<file path="src/rtl/riscv_pkg.sv">
// Shared load/store definitions: access size codes (RISC-V funct3 encoding)
// and the LSU control FSM state type.
package riscv_pkg;

  localparam logic [2:0] LDST_B  = 3'd0;
  localparam logic [2:0] LDST_H  = 3'd1;
  localparam logic [2:0] LDST_W  = 3'd2;
  localparam logic [2:0] LDST_BU = 3'd4;
  localparam logic [2:0] LDST_HU = 3'd5;

  typedef enum logic [1:0] {
    LSU_IDLE = 2'd0,
    LSU_REQ  = 2'd1,
    LSU_DONE = 2'd2
  } lsu_state_t;

endpackage

</file>
<file path="src/rtl/lsu_data_align.sv">
// Combinational byte-lane alignment for the LSU.
//  i_size      access size code (LDST_*)
//  i_off       byte offset within the word (addr[1:0])
//  i_wd        raw store data (rs2)
//  i_rd        raw memory read word
//  o_be        byte-lane enables
//  o_wd        lane-replicated store data
//  o_rd        shifted, sign/zero-extended load data
//  o_misalign  misaligned access or illegal size code
module lsu_data_align
  import riscv_pkg::*;
(
  input  logic [2:0]  i_size,
  input  logic [1:0]  i_off,
  input  logic [31:0] i_wd,
  input  logic [31:0] i_rd,
  output logic [3:0]  o_be,
  output logic [31:0] o_wd,
  output logic [31:0] o_rd,
  output logic        o_misalign
);

  logic [31:0] w_shift;

  // Addressed byte/half moved down to bit 0.
  assign w_shift = i_rd >> {i_off, 3'b000};

  always_comb begin
    o_be       = 4'b0000;
    o_wd       = i_wd;
    o_rd       = w_shift;
    o_misalign = 1'b0;
    case (i_size)
      LDST_B: begin
        o_be = 4'b0001 << i_off;
        o_wd = {4{i_wd[7:0]}};
        o_rd = {{24{w_shift[7]}}, w_shift[7:0]};
      end
      LDST_BU: begin
        o_be = 4'b0001 << i_off;
        o_wd = {4{i_wd[7:0]}};
        o_rd = {24'd0, w_shift[7:0]};
      end
      LDST_H: begin
        o_be       = 4'b0011 << i_off;
        o_wd       = {2{i_wd[15:0]}};
        o_rd       = {{16{w_shift[15]}}, w_shift[15:0]};
        o_misalign = i_off[0];
      end
      LDST_HU: begin
        o_be       = 4'b0011 << i_off;
        o_wd       = {2{i_wd[15:0]}};
        o_rd       = {16'd0, w_shift[15:0]};
        o_misalign = i_off[0];
      end
      LDST_W: begin
        o_be       = 4'b1111;
        o_misalign = |i_off;
      end
      // Codes 3, 6, 7 are not valid load/store sizes.
      default: o_misalign = 1'b1;
    endcase
  end

endmodule

</file>
<file path="src/rtl/lsu_ctrl.sv">
// Load/store unit: drives a single-port data memory from the ALU effective
// address, stalls the core until the access completes, and returns aligned,
// extended load data. Flags misaligned/illegal accesses and memory timeouts.
//  clk_i, rst_i           clock, synchronous active-high reset
//  core_req/we/size/addr/wd_i  access request from the core
//  core_rd_o              load data (held until the next successful load)
//  core_stall_o           hold pipeline while the access is in flight
//  lsu_err_o              one-cycle error pulse in DONE
//  mem_req/we/be/addr/wd_o, mem_rd_i, mem_ready_i  data memory interface
module lsu_ctrl
  import riscv_pkg::*;
#(
  parameter int unsigned TIMEOUT_CYCLES = 16
) (
  input  logic        clk_i,
  input  logic        rst_i,
  input  logic        core_req_i,
  input  logic        core_we_i,
  input  logic [2:0]  core_size_i,
  input  logic [31:0] core_addr_i,
  input  logic [31:0] core_wd_i,
  output logic [31:0] core_rd_o,
  output logic        core_stall_o,
  output logic        lsu_err_o,
  output logic        mem_req_o,
  output logic        mem_we_o,
  output logic [3:0]  mem_be_o,
  output logic [31:0] mem_addr_o,
  output logic [31:0] mem_wd_o,
  input  logic [31:0] mem_rd_i,
  input  logic        mem_ready_i
);

  localparam logic [31:0] TO_LAST = 32'(TIMEOUT_CYCLES) - 32'd1;
  localparam logic        TO_EN   = (TIMEOUT_CYCLES != 0);

  lsu_state_t  r_state, w_next;
  logic        r_we;
  logic [2:0]  r_size;
  logic [31:0] r_addr;
  logic [31:0] r_wd;
  logic        r_err;
  logic [31:0] r_tcnt;
  logic [31:0] r_rd;

  logic [2:0]  w_size;
  logic [1:0]  w_off;
  logic [3:0]  w_be;
  logic [31:0] w_wd;
  logic [31:0] w_rd;
  logic        w_misalign;
  logic        w_timeout;

  // In IDLE the aligner checks the incoming request; afterwards it works
  // from the latched copy so memory outputs stay stable through REQ.
  assign w_size = (r_state == LSU_IDLE) ? core_size_i      : r_size;
  assign w_off  = (r_state == LSU_IDLE) ? core_addr_i[1:0] : r_addr[1:0];

  lsu_data_align u_align (
    .i_size     (w_size),
    .i_off      (w_off),
    .i_wd       (r_wd),
    .i_rd       (mem_rd_i),
    .o_be       (w_be),
    .o_wd       (w_wd),
    .o_rd       (w_rd),
    .o_misalign (w_misalign)
  );

  // Counter holds the number of REQ cycles already spent; this is the last one.
  assign w_timeout = TO_EN && (r_tcnt == TO_LAST);

  always_ff @(posedge clk_i) begin
    if (rst_i) begin
      r_state <= LSU_IDLE;
      r_we    <= 1'b0;
      r_size  <= 3'd0;
      r_addr  <= 32'd0;
      r_wd    <= 32'd0;
      r_err   <= 1'b0;
      r_tcnt  <= 32'd0;
      r_rd    <= 32'd0;
    end else begin
      r_state <= w_next;
      case (r_state)
        LSU_IDLE: begin
          r_tcnt <= 32'd0;
          if (core_req_i) begin
            r_we   <= core_we_i;
            r_size <= core_size_i;
            r_addr <= core_addr_i;
            r_wd   <= core_wd_i;
            r_err  <= w_misalign;
          end
        end
        LSU_REQ: begin
          r_tcnt <= r_tcnt + 32'd1;
          if (mem_ready_i) begin
            if (!r_we) r_rd <= w_rd;
          end else if (w_timeout) begin
            r_err <= 1'b1;
          end
        end
        default: ;
      endcase
    end
  end

  always_comb begin
    w_next       = r_state;
    core_stall_o = 1'b0;
    mem_req_o    = 1'b0;
    case (r_state)
      LSU_IDLE: begin
        core_stall_o = core_req_i;
        if (core_req_i) w_next = w_misalign ? LSU_DONE : LSU_REQ;
      end
      LSU_REQ: begin
        core_stall_o = 1'b1;
        mem_req_o    = 1'b1;
        if (mem_ready_i || w_timeout) w_next = LSU_DONE;
      end
      LSU_DONE: w_next = LSU_IDLE;
      default:  w_next = LSU_IDLE;
    endcase
  end

  assign mem_we_o   = mem_req_o & r_we;
  assign mem_be_o   = mem_req_o ? w_be : 4'b0000;
  assign mem_addr_o = mem_req_o ? {r_addr[31:2], 2'b00} : 32'd0;
  assign mem_wd_o   = mem_req_o ? w_wd : 32'd0;
  assign lsu_err_o  = (r_state == LSU_DONE) & r_err;
  assign core_rd_o  = r_rd;

endmodule

</file>
<file path="config.mk">
export PLATFORM = sky130hd
export DESIGN_NAME = lsu_ctrl
export DESIGN_NICKNAME = d
export VERILOG_FILES = /design/src/rtl/riscv_pkg.sv /design/src/rtl/lsu_data_align.sv /design/src/rtl/lsu_ctrl.sv
export SDC_FILE = /design/constraint.sdc
export NUM_CORES = 1
export LEC_CHECK = 0
export ABC_AREA = 0
export CAP_MARGIN = 20
export CORE_ASPECT_RATIO = 1.5
export CORE_MARGIN = 2
export CORE_UTILIZATION = 47
export CTS_CLUSTER_DIAMETER = 50
export CTS_CLUSTER_SIZE = 40
export DETAILED_ROUTE_END_ITERATION = 6
export PLACE_DENSITY = 0.81
export RECOVER_POWER = 25
export SETUP_SLACK_MARGIN = 0.5
export SLEW_MARGIN = 10
export SYNTH_ARGS = -nofsm -noshare
export SYNTH_HDL_FRONTEND = slang
export SYNTH_SLANG_ARGS = --single-unit
</file>
<file path="constraint.sdc">
create_clock -name clk_i -period 3.34 [get_ports clk_i]
set_input_delay 0.835 -clock clk_i [delete_from_list [all_inputs] [get_ports clk_i]]
set_output_delay 0.835 -clock clk_i [all_outputs]
set_load 0.03 [all_outputs]
</file>
Word-level counts from Yosys, hierarchy flattened

Index checks and enable logic that the tools add are counted.

Add/sub/neg operators: 1
Equality and inequality tests: 11
Shifts and indexed selects: 3
Multiplexer cells: 20
Bitwise operators: 3
Reductions and logical operators: 11

Operators by type and width:

| operator                | number |
|---|---|
| $pmux W32 S2            | 2 |
| $pmux W32 S4            | 1 |
| $mux W32                | 2 |
| $add A32 B1 Y32 const B | 1 |
| $eq A32 B4 Y1 const B   | 1 |
| $shr A32 B5 Y32         | 1 |
| $pmux W4 S3             | 1 |
| $mux W2                 | 4 |
| $ne A2 B2 Y1 const B    | 4 |
| $eq A3 B3 Y1 const B    | 2 |
| $reduce_or A2 Y1        | 3 |
| $mux W1                 | 4 |
| $mux W4                 | 1 |
| $pmux W1 S2             | 2 |
| $pmux W2 S2             | 1 |
| $reduce_and A2 Y1       | 2 |
| $reduce_and A4 Y1       | 1 |
| $shl A1 B2 Y4 const A   | 1 |
| $shl A2 B2 Y4 const A   | 1 |
| $eq A3 B1 Y1 const B    | 1 |
| $eq A3 B2 Y1 const B    | 1 |
| $logic_not A3 Y1        | 1 |
| $mux W3                 | 1 |
| $pmux W1 S3             | 1 |
| other kinds (8)         | 9 |

Flip-flop bits (word level): 135
Output and inout bits: 104
Word-level logic and storage cells: 57

Depth between registers and ports, before layout

Gate-level depths: netlist (run 1).

Depth in word-level cells: 8
Gate-level depth with buffers: 8
Mapped depth without buffers: 7

Cells and area by module

A second synthesis (run 1) with hierarchy kept.

Cells, all modules: 924
Area, all modules: 7,065.5 um2

Modules (own cells, without submodules):

| module         | times used | cells an instance | area each (um2) | seq. area each (um2) |
|---|---|---|---|---|
| lsu_ctrl       | 1          | 734               | 5,729.2         | 2,702.6 |
| lsu_data_align | 1          | 190               | 1,336.3         | 0.0 |

Least setup slack after synthesis (run 1)

No wires, ideal clock.

Path type: input to output
Start: input core_size_i[0]
End: output mem_wd_o[10]
Data arrival time: 2,389 ps
Data required time: 2,505 ps
Slack: 116 ps
Cell stages on the path: 5
Buffers on the path: 1
Cell sequence: or4_1 o31ai_1 clkbuf_1 nand2_1 a21oi_1

Word-level cells in the longest chain between the ends: 5
Elaborated cells between the ends (all ways): 9
Those cells by class: eq/ne: 3; mux: 3; reduce/logical: 3

RTL lines:

| what                                 | RTL line             | text |
|---|---|---|
| from (decl)                          | lsu_ctrl.sv:19       | `input logic [2:0] core_size_i,` |
| $mux W3 (*)                          | lsu_ctrl.sv:56       | `assign w_size = (r_state == LSU_IDLE) ? core_size_i : r_size;` |
| $eq A3 B1 Y1 (tied with other cells) | lsu_data_align.sv:33 | `case (i_size)` |
| $reduce_or A2 Y1 (no source line)    | -                    |  |
| $pmux W32 S2 (*)                     | lsu_data_align.sv:33 |  |
| $mux W32 (*)                         | lsu_ctrl.sv:131      | `assign mem_wd_o = mem_req_o ? w_wd : 32'd0;` |
| to (decl)                            | lsu_ctrl.sv:29       | `output logic [31:0] mem_wd_o,` |

Every way passes the cells marked *; elsewhere a longest branch is shown, timed or not.

Worst setup path after layout (run 1)

Start: register r_state[1]
End: output mem_be_o[2]

Word-level cells in the longest chain between the ends: 6
Elaborated cells between the ends (all ways): 16
Those cells by class: eq/ne: 5; shift: 2; mux: 5; reduce/logical: 4

RTL lines:

| what                                 | RTL line                       | text |
|---|---|---|
| from (decl)                          | lsu_ctrl.sv:37                 | `lsu_state_t r_state, w_next;` |
| from (signal assigned)               | lsu_ctrl.sv:84                 | `r_state <= w_next;` |
| $logic_not A2 Y1                     | lsu_ctrl.sv:56, lsu_ctrl.sv:57 |  |
| $mux W3                              | lsu_ctrl.sv:56                 |  |
| $eq A3 B1 Y1 (tied with other cells) | lsu_data_align.sv:33           |  |
| $reduce_or A2 Y1 (no source line)    | -                              |  |
| $pmux W4 S3                          | lsu_data_align.sv:33           |  |
| $mux W4 (*)                          | lsu_ctrl.sv:129                | `assign mem_be_o = mem_req_o ? w_be : 4'b0000;` |
| to (decl)                            | lsu_ctrl.sv:27                 | `output logic [3:0] mem_be_o,` |

Marked as above.

==> flow_summary.yaml, run 1 <==
timing:
  slew-limit-headroom_pct: 8.718
  tns_ns: 0
  layout_worst_path_cycle_share_pct: 92.58
  holdWs_ns: 0.4478
  min_period_ns: 3.092
  clock_skew_ns: 0.01024
  hold_violations: 0
  fin_ws_ns: 0.2478
  fmax_mhz: 323.4
  finalMaxSlewViolations: 0
  worstMarginPinSlew_ns: 1.369
  grt_setup_unrepaired: "yes"
  setup-violations-final: 0
yosys:
  ys_types: 56
  avgSynthCellArea_sq_um: 7.638
  synth-seq-cells: 135
  synthesis.area_sq_mm: 0.006515
  synth-async-reset-ratio_pct: 0
  synth_seq_area_share_pct: 41.48
  synth_flop_cell: "dfxtp_1"
  yosys_warnings: 0
  synthCells: 853
  synth_edf_count: 0
grt:
  antenna_found_initial: 1
  grt_pass1_wl_mm: 36.27
  grt.overflow.total: 0
  grt_pass1_vias: 7251
  track_usage_pct: 30.89
  grt_max_degree: 56
floorplan:
  num_rows: 52
  die_h_um: 148.2
  die-area_sq_mm: 0.01484
  die-width_um: 100.1
  ios: 208
  start_util_pct: 48.14
  core_region_area_sq_mm: 0.01353
setup_path:
  critical_path.most_common_cell: "buf_12"
  critPathBufInv: 4
  start_kind: "register"
  crit_required_ns: 2.50
  criticalPathCategory: "reg -> out"
  endpoint_kind: "output port"
  worst_path_max_delay_cell: "dfxtp_2"
  worstPathArrival_ns: 2.26
  cp_max_fo: 4
  max_stage_delay_ns: 0.34
  cp_cell_sequence: "nor2_4, buf_12, mux2i_4, buf_12, buf_12, nand2b_4, o21ai_2, a31oi_2, nor2_2, buf_6"
  path_delay_family: "buffers and inverters"
route:
  vias: 7223
  via_per_inst: 5.746
  finalWirelength_mm: 24.43
  drc: 0
  drt_iter0_drc: 540
  wl_per_cell_um: 19.44
  detail-route-antenna-nets: 0
  dr.pass1.iters: 5
final_layout:
  seqCellArea_sq_mm: 0.002710
  drive_gt1_share_pct: 23.31
  n_fill_cell: 921
  area_growth_pct: 57.79
  post-route-util_pct: 75.96
  finalNetCount: 1186
  multi_input_area_sq_mm: 0.004010
power_and_ir_drop:
  cellPowerDensity_mw_per_mm2: 512.5
  peakVddDrop_mv: 0.3699
  p_leak_nw: 3.973
clocking:
  cts_tree: "yes"
  cts.sinks: 135
  postCtsHoldBufs: 0
  clock_latency_ns: 0.41
  h-tree-depth: 4
  cts_buffers: 17
  cts_buffer_depth: 2
  clkTransAtPathRegs_ns: 0.06
  cts_root_buffer: "clkbuf_16"
placement:
  io_buffers: 205
  dp_hpwl_mm: 13.65
  post-place-ws_ns: -0.1606
  place_congestion: 0.8940
flow_run:
  maxCapViolations: 0
status:
  status: "completed"
hold_path:
  hold_class: "reg -> reg"
-- logic make-up after synthesis --
family | count (synthesis) | synth area share (%)
flops | 135 | 41.48
buf+inv | 64 | 4.283
other cells | 1 | 0.05756
simple gates | 404 | 28.19
fa+ha+maj | 1 | 0.1920
compound gates | 190 | 17.13
xor+xnor | 28 | 3.764
mux | 30 | 4.897
-- cell type report --
class                   count  share of cell area [%]
diodes                      1                 0.02434
clock buffers              22                   4.710
clock inverters            10                   1.850
inverters                   5                  0.1947
multi-input cells         657                   39.01
flip-flops and latches    135                   26.36
well taps                 162                   1.972
repair buffers            265                   25.88
-- path summary, 6_finish.rpt --
path	startpoint	end	slack (ns)	depth (start not counted)
hold reg to reg	r_addr[7]	r_addr[7]	0.45	2
setup reg to reg	r_state[1]	r_size[0]	0.65	7
hold / removal	r_addr[7]	r_addr[7]	0.45	2
setup / recovery	r_state[1]	mem_be_o[2]	0.25	10
-- stage by stage --
step           instances  area, sq um  total power [mW]
5_1_grt             1257        10280             5.428
4_1_cts             1251        10220             5.186
3_3_place_gp        1190         8875             2.822
3_5_place_dp        1190         8875             2.836
6_report            1257        10280             5.268
2_1_floorplan        854         6735             2.420
-- repair_timing --
item,in CTS,in global routing
endpoints found under the setup margin,82,54
setup buffers,23,5
cloned,6,0
gates resized for setup,88,13
pin swaps,27,15
hold endpoints to repair,0,0
-- cell usage in the layout, fill, tap and decap left out, types with 4 or more instances in the layout --
cell,netlist,routed
a211oi_1,23,17
a211oi_2,2,8
a21oi_1,127,109
a21oi_2,0,5
a21oi_4,0,13
and2_1,41,40
and3_1,15,15
buf_12,0,13
buf_4,3,80
buf_6,2,29
bufinv_16,0,5
clkbuf_16,0,17
clkbuf_8,0,4
clkdlybuf4s50_1,0,128
dfxtp_1,135,131
inv_1,5,4
mux2_2,8,8
mux2i_1,20,16
mux2i_4,0,4
nand2_1,213,197
nand2_2,0,13
nand3_1,14,11
nand4_1,7,7
nor2_1,70,67
nor3_1,8,7
nor4_1,7,7
o211ai_1,6,6
o21ai_0,9,5
o21ai_2,1,4
o22ai_1,10,9
or3_1,5,5
xnor2_1,9,9
xor2_1,19,19
-- per-layer routing --
layer | up-vias | wire (um) | GRT usage [%]
met5 | - | 0 | 0
met4 | 0 | 1422 | 19.32
met3 | 111 | 1730 | 6.814
met2 | 373 | 12520 | 52.92
met1 | 3376 | 8755 | 34.25
li1 | 3363 | - | -
-- flip-flops by register name, indices dropped and copies added, names as in the netlist --
register and cells:
core_rd_o 32, r_addr 32, r_tcnt 32, r_wd 32
r_size 3, r_state 2, r_err 1, r_we 1
-- cells in the mapped netlist (4+ instances only) --
| cell type | count | area share, % |
|---|---|---|
| nand2_1 | 213 | 12 |
| dfxtp_1 | 135 | 41 |
| a21oi_1 | 127 | 9.8 |
| nor2_1 | 70 | 4.0 |
| and2_1 | 41 | 3.9 |
| clkbuf_1 | 40 | 2.3 |
| a211oi_1 | 23 | 2.7 |
| mux2i_1 | 20 | 3.1 |
| xor2_1 | 19 | 2.6 |
| and3_1 | 15 | 1.4 |
| nand3_1 | 14 | 1.1 |
| buf_2 | 10 | 0.77 |
| o22ai_1 | 10 | 0.96 |
| o21ai_0 | 9 | 0.69 |
| xnor2_1 | 9 | 1.2 |
| mux2_2 | 8 | 1.4 |
| nor3_1 | 8 | 0.61 |
| nand4_1 | 7 | 0.67 |
| nor4_1 | 7 | 0.67 |
| o211ai_1 | 6 | 0.69 |
| inv_1 | 5 | 0.29 |
| nand2b_1 | 5 | 0.48 |
| or3_1 | 5 | 0.48 |
| buf_1 | 4 | 0.23 |
-- power by group --
group | internal [mW] | switching (mW) | leakage, nW
combinational | 0.604 | 0.755 | 2.55
sequential | 1.70 | 0.0794 | 1.10
clock | 1.41 | 0.717 | 0.319
-- worst min-delay path, stage by stage, from the launching register on --
cell and delay [ns]:
dfxtp_1 0.30, nand2_1 0.05, a21oi_1 0.05
Power figures use the tool's default switching activity.
==> run 2: changes to the inputs <==
--- a/config.mk
+++ b/config.mk
@@ -15,7 +15,6 @@
 export DETAILED_ROUTE_END_ITERATION = 6
 export PLACE_DENSITY = 0.81
 export RECOVER_POWER = 25
-export SETUP_SLACK_MARGIN = 0.5
 export SLEW_MARGIN = 10
 export SYNTH_ARGS = -nofsm -noshare
 export SYNTH_HDL_FRONTEND = slang
==> run 2 against run 1 <==
  * The flow now finishes with violations (capacitance limit, slew limit)
  * Final cell count is 2.3% lower
  * Cell area is 8.6% lower
  * Die area did not move
  * Non-clock buffer count fell by 27
  * Sequential power barely moved
  * Register-to-register slack worse by 0.11 ns
  * Via count is 6.2% lower
  * Count of clock-buffer cells in the layout is 4 lower
  * Critical endpoint is now mem_addr_o[9]
==> flow_summary.yaml, run 2 (synthesis results as in run 1) <==
timing:
  finalMaxSlewViolations: 71
  hold_violations: 0
  min_period_ns: 3.209
  grt_setup_unrepaired: "no"
  slew-limit-headroom_pct: -11.02
  setup-violations-final: 0
  layout_worst_path_cycle_share_pct: 96.08
  worstMarginPinSlew_ns: 1.665
  clock_skew_ns: 0.008978
  fin_ws_ns: 0.1310
  fmax_mhz: 311.6
setup_path:
  crit_required_ns: 2.50
  start_kind: "register"
  worst_path_max_delay_cell: "clkdlybuf4s50_1"
  max_stage_delay_ns: 0.70
  critPathBufInv: 4
  path_delay_family: "buffers and inverters"
  cp_cell_sequence: "buf_4, nand2b_1, inv_1, buf_12, and2_1, clkdlybuf4s50_1"
  endpoint_kind: "output port"
  criticalPathCategory: "reg -> out"
  worstPathArrival_ns: 2.37
  cp_max_fo: 41
clocking:
  postCtsHoldBufs: 0
  clkTransAtPathRegs_ns: 0.06
  clock_latency_ns: 0.42
  h-tree-depth: 4
  cts_buffer_depth: 2
  cts_root_buffer: "clkbuf_16"
  cts_buffers: 17
  cts.sinks: 135
  cts_tree: "yes"
placement:
  place_congestion: 0.8822
  place_area_sq_mm: 0.008782
  io_buffers: 205
  dp_hpwl_mm: 14.33
  post-place-ws_ns: -0.07399
grt:
  track_usage_pct: 27.16
  grt_pass1_wl_mm: 32.43
  grt_pass1_vias: 6600
  grt_max_degree: 72
  grt.overflow.total: 0
  antenna_found_initial: 0
route:
  finalWirelength_mm: 20.70
  detail-route-antenna-nets: 0
  dr.pass1.iters: 5
  drc: 0
  drt_iter0_drc: 390
  via_per_inst: 5.515
  wl_per_cell_um: 16.86
  vias: 6773
floorplan:
  die-width_um: 100.1
  die-area_sq_mm: 0.01484
  core_region_area_sq_mm: 0.01353
  num_rows: 52
  ios: 208
  start_util_pct: 48.14
  die_h_um: 148.2
power_and_ir_drop:
  swShare_pct: 31.05
  p_leak_nw: 3.544
  peakVddDrop_mv: 0.3105
  p_switching_mw: 1.397
  cellPowerDensity_mw_per_mm2: 478.5
  p_clk_share_pct: 37.4
  sequentialPowerShare_pct: 39.4
  pwr-share-comb_pct: 23.2
  p_int_mw: 3.101
final_layout:
  design_area_sq_mm: 0.009399
  finalNetCount: 1157
  area_growth_pct: 44.27
  final_common_cell: "nand2_1"
  drive_gt1_share_pct: 11.36
  final_cell_mix: "nand2_1 (212), clkdlybuf4s50_1 (173), dfxtp_1 (135)"
flow_run:
  maxCapViolations: 2
status:
  status: "finished with violations"
  violations: "capacitance limit, slew limit"
hold_path:
  hold_class: "reg -> reg"
## run 2: changes by cell type in the layout (fill, tap and decap cells not counted), sizes merged, moves of 3 or more
cell,before,now
clkinv,1,6
inv,5,8
clkdlybuf4s50,128,173
clkbuf,26,22
dlygate4sd2,3,0
buf,127,58
bufinv,5,0
## run 2: path summary, 6_finish.rpt
kind	from	endpoint	slack [ns]	cells after the start
worst max register to register	r_state[1]	core_rd_o[18]	0.54	8
worst min register to register	r_addr[21]	r_addr[21]	0.45	2
worst min-delay path	r_addr[21]	r_addr[21]	0.45	2
worst max-delay path	r_state[1]	mem_addr_o[9]	0.13	6
## run 2: worst reg2reg max path, cell delays in order (launching register included)
cell and delay, ns:
dfxtp_1 0.33, buf_4 0.19, or2_2 0.36, o21ai_0 0.42, buf_4 0.29, or3_1 0.16
o22ai_2 0.09, o31ai_4 0.62, a211oi_1 0.18
## run 2: through the flow
stage	hold WS, ns	setup TNS, ns	cells	power, mW	utilization, %
4_1_cts	0.4503	0	1226	4.479	68.93
3_5_place_dp	0.4424	-0.3951	1193	2.805	64.89
5_1_grt	0.4616	0	1227	4.684	69.43
3_3_place_gp	0.4372	-0.2431	1193	2.787	64.89
6_report	0.4481	0	1228	4.497	69.45
2_1_floorplan	0.4317	0	854	2.374	-
## run 2: repair_timing
| action | in CTS | in global routing |
|---|---|---|
| resized for setup | 2 | 14 |
| cloned | 0 | 1 |
| buffers inserted | 1 | 0 |
| pin swaps | 2 | 3 |
| setup endpoints to repair | 9 | 15 |
## run 2: power groups by stage
stage	Combinational, mW	Clock, mW	Sequential [mW]
final	1.04	1.68	1.77
after global routing	1.12	1.78	1.78
after CTS	1.01	1.70	1.77
after detailed placement	1.00	0	1.80
after global placement	0.988	0	1.80
after floorplan	0.558	0	1.82
## run 2: final cells by class
cell class | count | area [sq um]
fill | 1112 | 4134
multi-input combinational | 655 | 3601
sequential | 135 | 2703
timing repair buffer | 238 | 2341
clock buffer | 18 | 429.2
tap | 162 | 202.7
clock inverter | 14 | 101.3
inverter | 5 | 18.77
antenna | 1 | 2.502
## run 2: per-layer routing
layer	share of wire (%)	global-route usage, %	routed length [um]	vias up
met3	6.0	5.404	1248	51
met4	3.3	11.44	678	0
met2	53	48.46	10900	285
met5	0	0	0	-
li1	-	-	-	3302
met1	38	31.17	7874	3135
==> run 3: changes to the inputs <==
--- a/config.mk
+++ b/config.mk
@@ -9,11 +9,11 @@
 export CAP_MARGIN = 20
 export CORE_ASPECT_RATIO = 1.5
 export CORE_MARGIN = 2
-export CORE_UTILIZATION = 47
+export CORE_UTILIZATION = 42
 export CTS_CLUSTER_DIAMETER = 50
 export CTS_CLUSTER_SIZE = 40
 export DETAILED_ROUTE_END_ITERATION = 6
-export PLACE_DENSITY = 0.81
+export PLACE_DENSITY = 0.77
 export RECOVER_POWER = 25
 export SLEW_MARGIN = 10
 export SYNTH_ARGS = -nofsm -noshare
==> constraint.sdc (replaced) <==
create_clock -name clk_i -period 2.6 [get_ports clk_i]
set_input_delay 0.65 -clock clk_i [delete_from_list [all_inputs] [get_ports clk_i]]
set_output_delay 0.65 -clock clk_i [all_outputs]
set_load 0.03 [all_outputs]
==> run 3 against run 2 <==
  * The flow finishes with violations (setup timing)
  * Register-to-register slack worse by 0.45 ns
  * Routed wire length increased by 9.6%
  * Sequential power up 29%
  * Via count rose by 5.3%
  * Power rose by 48%
  * Sequential share of layout area fell by 3.4 points
  * Die area increased by 11%
==> flow_summary.yaml, run 3 (synthesis results as in run 1) <==
setup_path:
  crit_required_ns: 1.95
  critPathBufInv: 3
  worst_path_max_delay_cell: "or4_4"
  reg2reg_from: "r_state[1]"
  start_kind: "primary input"
  worstPathArrival_ns: 2.19
  max_stage_delay_ns: 0.57
  r2r_cells: 11
  reg2reg_slack_ns: 0.09
  cp_cell_sequence: "dlygate4sd2_1, or4_4, o31a_1, o21ai_1, buf_4, nor2_2, buf_6"
  r2r_end: "core_rd_o[18]"
  cp_max_fo: 5
  endpoint_kind: "output port"
  path_delay_family: "simple AND/OR/NAND/NOR gates"
  criticalPathCategory: "in -> out"
floorplan:
  die-area_sq_mm: 0.01654
  die-width_um: 105.7
  start_util_pct: 43.03
  die_h_um: 156.5
  num_rows: 55
  core_region_area_sq_mm: 0.01514
  ios: 208
power_and_ir_drop:
  p_leak_nw: 4.130
  p_total_mw: 6.660
  p_switching_mw: 1.986
  cellPowerDensity_mw_per_mm2: 624.9
  pwr-share-comb_pct: 27.1
  p_int_mw: 4.674
  p_clk_share_pct: 38.5
  sequentialPowerShare_pct: 34.3
  swShare_pct: 29.82
  peakVddDrop_mv: 0.4762
grt:
  grt.overflow.total: 0
  track_usage_pct: 26.60
  grt_pass1_vias: 7080
  grt_pass1_wl_mm: 35.36
  grt_max_degree: 44
  antenna_found_initial: 0
timing:
  setup-violations-final: 28
  fmax_mhz: 351.9
  holdWs_ns: 0.4487
  min_period_ns: 2.842
  layout_worst_path_cycle_share_pct: 109.3
  hold_violations: 0
  slew-limit-headroom_pct: 57.65
  finalMaxSlewViolations: 0
  worstMarginPinSlew_ns: 0.6328
  fin_ws_ns: -0.2419
  clock_skew_ns: 0.007691
  grt_setup_unrepaired: "yes"
hold_path:
  holdPathStages: 2
  min_from: "r_addr[15]"
  min_to: "r_addr[15]"
  hold_class: "reg -> reg"
clocking:
  cts_root_buffer: "clkbuf_16"
  h-tree-depth: 4
  cts_buffer_depth: 2
  cts_buffers: 17
  cts_tree: "yes"
  cts.sinks: 135
  clock_latency_ns: 0.42
  clkTransAtPathRegs_ns: 0.06
route:
  vias: 7130
  drt_iter0_drc: 482
  wl_per_cell_um: 17.35
  drc: 0
  via_per_inst: 5.451
  dr.pass1.iters: 5
  detail-route-antenna-nets: 0
  finalWirelength_mm: 22.69
placement:
  post-place-ws_ns: -0.7375
  place_area_sq_mm: 0.009218
  io_buffers: 205
  place_congestion: 0.8963
  dp_hpwl_mm: 14.45
final_layout:
  post-route-util_pct: 70.40
  final_common_cell: "nand2_1"
  final_cell_mix: "nand2_1 (187), dfxtp_1 (134), clkdlybuf4s50_1 (131)"
  design_area_sq_mm: 0.01066
  drive_gt1_share_pct: 25.61
  finalNetCount: 1202
  area_growth_pct: 63.59
  antenna_cells: 0
status:
  status: "finished with violations"
  violations: "setup timing"
flow_run:
  maxCapViolations: 0
[run 3: changes by cell type in the layout (fill, tap and decap cells not counted), moves of 17 or more]
cell	delta
clkdlybuf4s50_1	-42
a21oi_4	+17
buf_6	+30
buf_4	+33
nand2_1	-25
[run 3: worst max-delay path by stage]
| stage | start | end | slack, ns | cells past startpoint |
|---|---|---|---|---|
| finish | core_size_i[0] | mem_wd_o[31] | -0.24 | 7 |
| global route | r_state[1] | mem_wd_o[31] | -0.30 | 8 |
| CTS | r_state[1] | mem_wd_o[31] | -0.24 | 8 |
| detailed placement | core_size_i[1] | mem_wd_o[9] | -0.74 | 7 |
| global placement | core_size_i[1] | mem_wd_o[9] | -0.71 | 7 |
| floorplan | r_state[0] | mem_wd_o[30] | -0.18 | 6 |
[run 3: repair_timing]
item,4_1_cts,5_1_grt
setup endpoints to repair,91,89
endpoints found under the hold margin,0,0
setup buffers,13,8
gates resized for setup,113,52
hold buffers,0,0
gates cloned,6,0
pin swaps,24,25
[run 3: metal layers]
metal / up-vias / GRT usage (%) / part of all wire [%]
met2: 274 / 47.07 / 52
li1: 3400 / - / -
met5: - / 0 / 0
met3: 62 / 6.789 / 6.1
met4: 0 / 12.41 / 3.8
met1: 3394 / 29.75 / 38
[run 3: layout make-up]
| class | count | area [sq um] |
|---|---|---|
| clock buffers | 19 | 452.9 |
| clock inverters | 12 | 175.2 |
| fillers | 1129 | 4482 |
| inverters | 5 | 22.52 |
| multi-input cells | 656 | 4133 |
| flip-flops and latches | 135 | 2704 |
| well taps | 199 | 249.0 |
| repair buffers | 282 | 2922 |
[run 3: power groups by stage]
stage / sequential [mW] / clock [mW] / combinational, mW
floorplan: 2.33 / 0 / 0.766
global placement: 2.30 / 0 / 1.40
detailed placement: 2.31 / 0 / 1.42
CTS: 2.28 / 2.60 / 1.67
global route: 2.30 / 2.69 / 1.91
finish: 2.29 / 2.57 / 1.81
[run 3: through the flow]
stage	cells	TNS, ns
after floorplan	854	-0.1763
after global placement	1251	-20.79
after detailed placement	1251	-22.29
after CTS	1301	-4.755
after global routing	1308	-6.221
final	1308	-4.806
[run 3: worst reg2reg max path: cells and delay by family, from the launching register on]
family | cells | cell delay (ns)
buf+inv | 5 | 0.74
simple gates | 2 | 0.54
compound gates | 3 | 0.49
flops | 1 | 0.33
mux | 1 | 0.32
